$ cat src/rtl/context_scheduler.sv
// Round-robin time-slice scheduler driving a save/restore context switcher.
// Optional busy timeout with sticky ctx_fault: define CTX_TIMEOUT_EN.
module context_scheduler #(
    parameter int QUANTUM = 1024,
    parameter int TIMEOUT = 256
) (
    input  logic        clock,
    input  logic        reset,
    input  logic        enable,
    input  logic [15:0] prog_active,
    input  logic        yield_req,
    input  logic        busy,
    output logic [3:0]  cur_prog,
    output logic        save_trigger,
    output logic        restore_trigger,
    output logic        cpu_stall,
    output logic        switch_done,
    output logic [15:0] quantum_left,
    output logic        ctx_fault
);

    if (QUANTUM < 1 || QUANTUM > 65535) begin : g_bad_quantum
        $error("QUANTUM out of range");
    end
    if (TIMEOUT < 1 || TIMEOUT > 65536) begin : g_bad_timeout
        $error("TIMEOUT out of range");
    end

    typedef enum logic [2:0] {
        IDLE,
        RUN,
        SELECT,
        SAVE,
        GAP,
        RESTORE,
        RESUME
    } state_t;

    localparam logic [15:0] QLOAD = 16'(QUANTUM);

    state_t      state;
    state_t      state_n;
    logic [3:0]  next_prog;
    logic        first;
    logic        found;
    logic [3:0]  pick;
    logic [3:0]  idx;
    logic        tmo_hit;
    logic        in_xfer;

    assign in_xfer = (state == SAVE) || (state == RESTORE);

    // Scan slots after cur_prog, wrapping; cur_prog itself is never chosen.
    always_comb begin
        found = 1'b0;
        pick  = cur_prog;
        idx   = cur_prog;
        for (int k = 1; k < 16; k++) begin
            idx = cur_prog + 4'(k);
            if (!found && prog_active[idx]) begin
                found = 1'b1;
                pick  = idx;
            end
        end
    end

`ifdef CTX_TIMEOUT_EN
    localparam logic [15:0] TMO_LAST = 16'(TIMEOUT - 1);
    logic [15:0] tmo_cnt;

    always_ff @(posedge clock) begin
        if (reset || state_n != state) begin
            tmo_cnt <= '0;
        end else if (in_xfer) begin
            tmo_cnt <= tmo_cnt + 16'd1;
        end
    end

    assign tmo_hit = in_xfer && busy && (tmo_cnt == TMO_LAST);
`else
    assign tmo_hit = 1'b0;
`endif

    always_comb begin
        state_n = state;
        unique case (state)
            IDLE: begin
                if (enable) state_n = RUN;
            end
            RUN: begin
                if (!enable)
                    state_n = IDLE;
                else if (yield_req || quantum_left == 16'd1)
                    state_n = SELECT;
            end
            SELECT: begin
                state_n = found ? SAVE : RUN;
            end
            SAVE: begin
                if (tmo_hit)
                    state_n = IDLE;
                else if (!first && !busy)
                    state_n = GAP;
            end
            GAP: begin
                state_n = RESTORE;
            end
            RESTORE: begin
                if (tmo_hit)
                    state_n = IDLE;
                else if (!first && !busy)
                    state_n = RESUME;
            end
            RESUME: begin
                state_n = RUN;
            end
            default: begin
                state_n = IDLE;
            end
        endcase
    end

    always_ff @(posedge clock) begin
        if (reset) begin
            state        <= IDLE;
            cur_prog     <= '0;
            next_prog    <= '0;
            quantum_left <= QLOAD;
            first        <= 1'b0;
            ctx_fault    <= 1'b0;
        end else begin
            state <= state_n;
            // First cycle of a transfer ignores busy: switcher has not seen it yet.
            first <= (state_n == SAVE && state != SAVE) ||
                     (state_n == RESTORE && state != RESTORE);
            if (tmo_hit) ctx_fault <= 1'b1;
            case (state)
                IDLE: begin
                    if (enable) quantum_left <= QLOAD;
                end
                RUN: begin
                    quantum_left <= quantum_left - 16'd1;
                end
                SELECT: begin
                    if (found)
                        next_prog <= pick;
                    else
                        quantum_left <= QLOAD;
                end
                GAP: begin
                    cur_prog <= next_prog;
                end
                RESUME: begin
                    quantum_left <= QLOAD;
                end
                default: ;
            endcase
        end
    end

    assign save_trigger    = (state == SAVE);
    assign restore_trigger = (state == RESTORE);
    assign cpu_stall       = (state != RUN);
    assign switch_done     = (state == RESUME);

endmodule

$ cat config.mk
export PLATFORM = sky130hd
export DESIGN_NAME = context_scheduler
export DESIGN_NICKNAME = d
export VERILOG_FILES = /design/src/rtl/context_scheduler.sv
export SDC_FILE = /design/constraint.sdc
export NUM_CORES = 1
export LEC_CHECK = 0
export CAP_MARGIN = 30
export CORE_UTILIZATION = 53
export CTS_BUF_LIST = sky130_fd_sc_hd__clkbuf_4
export DETAILED_ROUTE_END_ITERATION = 12
export PLACE_DENSITY = 0.86
export SLEW_MARGIN = 20
export SYNTH_ARGS = -nofsm -noshare
export SYNTH_HDL_FRONTEND = slang
export SYNTH_SLANG_ARGS = --single-unit
export TNS_END_PERCENT = 30
$ cat constraint.sdc
create_clock -name clock -period 4.37 [get_ports clock]
set_input_delay 0.437 -clock clock [delete_from_list [all_inputs] [get_ports clock]]
set_output_delay 0.437 -clock clock [all_outputs]
set_load 0.01 [all_outputs]
==> results of run 1 <==
critical path: cells and delay by family (launching register included):
kind                       cells  cell delay, ns
AOI/OAI and AO/OA              2            0.37
xor gates and xnor gates       1            0.44
adders and majority gates      1            0.27
buffers and inverters          1            0.30
DFF                            1            0.53
muxes                          2            0.67
and+or+nand+nor                3            1.20
logic make-up after synthesis:
family	share of synthesized area [%]
AOI/OAI and AO/OA	19.32
xor gates and xnor gates	6.111
adders and majority gates	3.532
buffers and inverters	4.168
DFF	15.82
muxes	28.40
other	0.1059
and+or+nand+nor	22.54
per-stage QoR:
step	std cells	cell area (um^2)	power, mW	setup WS, ns
after detailed placement	519	4113	0.6055	0.2615
final	522	4135	0.7085	0.4656
after global routing	522	4135	0.7490	0.1316
after floorplan	400	3542	0.5012	0.1845
after CTS	522	4135	0.7124	0.3474
after global placement	519	4113	0.5973	0.3142
cell type report:
type | count | area, um^2
repair buffers | 62 | 588.1
flip-flops and latches | 28 | 560.5
multi-input cells | 343 | 2834
clock buffers | 3 | 22.52
fillers | 535 | 2251
well taps | 77 | 96.34
inverters | 9 | 33.78
worst max-delay path by stage:
stage	to	slack, ns	cells past startpoint
after global routing	quantum_left[10]$_SDFFE_PP1P_	0.13	10
after floorplan	quantum_left[10]$_SDFFE_PP1P_	0.18	16
after global placement	quantum_left[10]$_SDFFE_PP1P_	0.31	9
after detailed placement	quantum_left[10]$_SDFFE_PP1P_	0.26	8
final	quantum_left[10]$_SDFFE_PP1P_	0.47	10
after CTS	quantum_left[10]$_SDFFE_PP1P_	0.35	10
metal layers:
| metal | GRT usage [%] | wire (um) |
|---|---|---|
| met2 | 45.90 | 4646 |
| met5 | 0 | 0 |
| met1 | 39.96 | 4379 |
| met3 | 2.473 | 430 |
| met4 | 5.085 | 135 |
cell usage in the layout (no fill, tap or decap), types with 3 or more instances in the layout:
cell / synthesis / routed
o211ai_1: 5 / 5
a32o_1: 3 / 3
mux2i_1: 27 / 27
o21ai_0: 14 / 14
nor2b_1: 7 / 7
nand4_1: 3 / 3
nand2b_1: 9 / 9
o31ai_1: 4 / 4
a211oi_1: 4 / 4
nor4_2: 3 / 3
ha_1: 10 / 10
a31oi_1: 4 / 4
a22oi_1: 4 / 4
clkdlybuf4s50_1: 0 / 44
nor3b_1: 3 / 3
inv_1: 6 / 6
o21a_1: 3 / 3
nand2_1: 28 / 28
and3_1: 3 / 3
xnor2_1: 18 / 18
mux4_1: 7 / 7
clkbuf_4: 0 / 3
and2_1: 3 / 3
buf_4: 2 / 17
nor2_1: 55 / 55
nor3_1: 9 / 9
dfxtp_1: 28 / 28
mux4_2: 18 / 18
xor2_1: 3 / 3
a21oi_1: 19 / 19
nand3_1: 9 / 9
o22ai_1: 3 / 3
mux2_2: 13 / 13
nor3_2: 4 / 4
where the power goes:
part	leakage [nW]	internal, mW	switching [mW]	total, mW
clock network	0.0138	0.0323	0.0734	0.106
logic	1.12	0.146	0.156	0.302
registers	0.227	0.274	0.0273	0.301
total	1.36	0.452	0.256	0.708
synth_stat cells, drive strengths merged (3+ instances only):
master / instances / area [um^2]
o211ai: 5 / 37.54
nor3: 13 / 85.08
a21oi: 20 / 103.9
nor3b: 3 / 22.52
a32o: 3 / 30.03
nor4: 5 / 50.05
a31oi: 6 / 67.56
mux2i: 27 / 270.3
nand2b: 9 / 56.30
nand2: 28 / 105.1
o21ai: 16 / 91.34
xnor2: 19 / 173.9
xor2: 4 / 42.55
inv: 7 / 26.27
ha: 10 / 125.1
and3: 3 / 18.77
dfxtp: 28 / 560.5
mux2: 13 / 146.4
buf: 14 / 90.08
o21a: 3 / 22.52
mux4: 25 / 589.3
nor2: 56 / 212.7
o22ai: 3 / 18.77
clkbuf: 6 / 23.77
o31ai: 4 / 30.03
nand4: 3 / 18.77
a22oi: 4 / 30.03
a211oi: 4 / 30.03
and2: 4 / 26.28
nand3: 9 / 45.04
nor2b: 7 / 43.79
registers in the layout, indices dropped and copies added, names as in the netlist:
signal / cells
cur_prog: 4
state: 3
first: 1
next_prog: 4
quantum_left: 16
==> impl_metrics.toml, run 1 <==
[timing]
rsz0062_at_grt = "false"
setup_tns_ns = 0
hold_viol_final = 0
hold_slack_ns = 0.4998
finalClockSkew_ns = 0.01348
clock.fmax_ghz = 0.2561
fin_crit_ns = 3.904
maxSlewHeadroom_pct = 42.53
setup_viol = 0
tightest_slew_ns = 0.8555
slew_viol_final = 0
layout_worst_path_cycle_share_pct = 89.35

[setup_path]
cp_slowest_stage_delay_ns = 0.53
r2r_cells = 10
end_kind = "flip-flop"
rrSetupSlack_ns = 0.47
path_class = "reg2reg"
crit_chain = "buf_4 > ha_1 > xor2_2 > mux2i_1 > mux2i_1 > nor4b_4 > and4bb_2 > a31oi_4 > o21ai_1 > or3b_1"
cp_max_fo = 14
timing.rr.start = "cur_prog[1]$_SDFFE_PP0P_"
cp_common_cell = "mux2i_1"
crit_path_top_delay_cell = "dfxtp_1"
start_kind = "flip-flop"
worstPathArrival_ns = 4.12
worst-endpoint-required_ns = 4.59
crit_start = "cur_prog[1]$_SDFFE_PP0P_"
r2r_end = "quantum_left[10]$_SDFFE_PP1P_"

[placed_design]
io_buffers = 44
dpl.hpwl_mm = 7.599
gp_congestion = 1.011

[routing]
first_pass_iters = 5
drt-wirelength-per-cell_um = 18.38
drc = 0
ant_nets = 0
num_vias = 3385
drt_iter0_drc = 291
vias_per_cell = 6.485
finalWirelength_mm = 9.592

[die]
initial_core_util_pct = 55.47
core_area_mm2 = 0.006386
die_area_mm2 = 0.007014
die_width_um = 83.75
num_rows = 29
die_h_um = 83.75
ios = 46

[yosys]
syn-instance-count = 400
synth-edff-count = 0
ys_seq_area_share_pct = 15.82
synth.distinct_cells = 79
async_reset_ff_share_pct = 0
ys_warn_count = 0
syn_area_per_cell_um2 = 8.855
synthesis.nets = 431
synth_flop_cell = "dfxtp_1"
syn_area_mm2 = 0.003542
synth-seq-cells = 28

[finish]
final_util_pct = 64.75
drive_gt1_share_pct = 16.40
antenna_cells = 0
area_delta_synth_final_pct = 16.74
fin_nets = 478

[cts]
numCtsBuffers = 3
clock_latency_ns = 0.33
cts.sinks = 28
clk_path_buf_depth = 2
clkTransAtPathRegs_ns = 0.15
root_buffer = "clkbuf_4"
cts-hold-fix-buffers = 0
cts_max_level = 1
post_cts_resized = 0
post_cts_buffers = 0
cts_tree = "done"

[run_status]
status = "finished clean"

[hold_path]
hold_class = "reg2reg"
min_path_cells = 2
min_to = "next_prog[2]$_SDFFE_PP0P_"
worstHoldStart = "next_prog[2]$_SDFFE_PP0P_"

[job]
max-cap-violations = 0

[global_routing]
grt_pass1_wl_mm = 16.06
antenna_found_initial = 0
grt_use_total_pct = 27.78
grt_max_degree = 31
grt_pass1_vias = 3166
overflow = 0

[power_and_ir_drop]
peakVddDrop_v = 0.0002218
power_density_mw_per_mm2 = 171.3
p_leak_nw = 1.360
No activity file was read; power rests on OpenSTA's default activity.
==> inputs of run 2 (changes only) <==
Settings changed: CAP_MARGIN 30 to default, CTS_CLUSTER_DIAMETER from default to 150, GPL_TIMING_DRIVEN from default to 0.
==> impl_metrics.toml, run 2 (synthesis gave the netlist of run 1 again) <==
[cts]
cts_tree = "done"
cts-hold-fix-buffers = 0
cts_max_level = 1
root_buffer = "clkbuf_4"
clk_path_buf_depth = 2
clkTransAtPathRegs_ns = 0.16
clock_latency_ns = 0.34
numCtsBuffers = 3
cts.sinks = 28

[finish]
antenna_cells = 0
final_util_pct = 65.44
drive_gt1_share_pct = 18.30
top_register = "quantum_left"
final_cell_mix = "nor2_1 (55), clkdlybuf4s50_1 (44), nand2_1 (28)"
reg.largest.list = "quantum_left: 16 flops, cur_prog: 4 flops, next_prog: 4 flops"
fin_nets = 480
num-fill-cells = 515
area_delta_synth_final_pct = 17.98
largest_reg_flops = 16
final_common_cell = "nor2_1"

[power_and_ir_drop]
p_leak_nw = 1.387
power_density_mw_per_mm2 = 173.4
peakVddDrop_v = 0.0002157
total_power_mw = 0.7244

[die]
ios = 46
die_width_um = 83.75
num_rows = 29
initial_core_util_pct = 55.47
die_h_um = 83.75
core_area_mm2 = 0.006386
die_area_mm2 = 0.007014

[run_status]
status = "finished clean"

[placed_design]
dp_slack_ns = -0.6863
io_buffers = 44
dpl.hpwl_mm = 8.035
gp_congestion = 0.9280

[global_routing]
grt_use_total_pct = 29.61
overflow = 0
antenna_found_initial = 0
grt_pass1_vias = 3479
grt_max_degree = 20
grt_pass1_wl_mm = 16.97

[job]
max-cap-violations = 0

[setup_path]
start_kind = "flip-flop"
rrSetupSlack_ns = 0.23
worstPathArrival_ns = 4.38
end_kind = "flip-flop"
worst-endpoint-required_ns = 4.61
cp_max_fo = 19
path_class = "reg2reg"

[hold_path]
hold_class = "reg2reg"

[timing]
setup_tns_ns = 0
fin_crit_ns = 4.138
clock.fmax_ghz = 0.2417
finalClockSkew_ns = 0.02083
setup_slack_ns = 0.2321
hold_slack_ns = 0.4865
tightest_slew_ns = 0.8419
setup_viol = 0
slew_viol_final = 0
hold_viol_final = 0
layout_worst_path_cycle_share_pct = 94.69
maxSlewHeadroom_pct = 43.68

[routing]
drt-wirelength-per-cell_um = 19.44
vias_per_cell = 6.693
drt_iter0_drc = 278
num_vias = 3514
first_pass_iters = 5
drc = 0
finalWirelength_mm = 10.21
ant_nets = 0
run 2: final timing paths:
check | start | endpoint | depth (start not counted)
max reg2reg | cur_prog[0]$_SDFFE_PP0P_ | quantum_left[10]$_SDFFE_PP1P_ | 15
min reg2reg | next_prog[2]$_SDFFE_PP0P_ | next_prog[2]$_SDFFE_PP0P_ | 2
max | cur_prog[0]$_SDFFE_PP0P_ | quantum_left[10]$_SDFFE_PP1P_ | 15
min | next_prog[2]$_SDFFE_PP0P_ | next_prog[2]$_SDFFE_PP0P_ | 2
run 2: final cells by class:
cell class / count / area [um^2] / area share (%)
Inverter: 9 / 36.28 / 0.8683
Multi-Input combinational cell: 343 / 2885 / 69.04
Buffer: 18 / 116.4 / 2.784
Clock buffer: 3 / 22.52 / 0.5389
Sequential cell: 28 / 563.0 / 13.47
Clock inverter: 1 / 3.754 / 0.08982
Tap cell: 77 / 96.34 / 2.305
Timing Repair Buffer: 46 / 455.4 / 10.90
run 2: timing repair:
action | in CTS | in global routing
setup endpoints to repair | 22 | 22
pin swaps | 0 | 1
buffers inserted | 0 | 2
gates resized for setup | 12 | 10
run 2: through the flow:
stage	std cells	area [um^2]
after global placement	521	4079
after global routing	525	4179
after detailed placement	521	4079
after CTS	524	4135
after floorplan	400	3542
final	525	4179
run 2: per-layer routing:
layer / wire length (um) / global-route usage [%] / vias to the layer above
met5: 0 / 0 / -
met4: 250 / 10.32 / 0
met3: 863 / 6.034 / 27
met2: 4912 / 50.04 / 193
met1: 4178 / 37.53 / 1668
li1: - / - / 1626
run 2: critical path, stage by stage (launching register included):
cell and delay [ns]:
dfxtp_2 0.45, buf_6 0.20, buf_6 0.21, clkinv_2 0.15
ha_1 0.31, clkbuf_2 0.19, buf_4 0.21, mux4_2 0.35
mux2i_2 0.21, mux2i_2 0.19, nor4b_4 0.44, and4bb_1 0.26
buf_6 0.16, a31oi_4 0.17, o21ai_1 0.17, or3b_1 0.37
run 2: where the power goes:
group | total [mW] | switching (mW) | internal [mW]
registers | 0.299 | 0.0251 | 0.274
clock network | 0.111 | 0.0775 | 0.0336
logic | 0.314 | 0.166 | 0.149
==> inputs of run 3 (changes only) <==
Settings changed: CTS_CLUSTER_SIZE from default to 30.
==> results of run 3 <==
No change in the layout: final DEF, timing and power equal those of run 2.
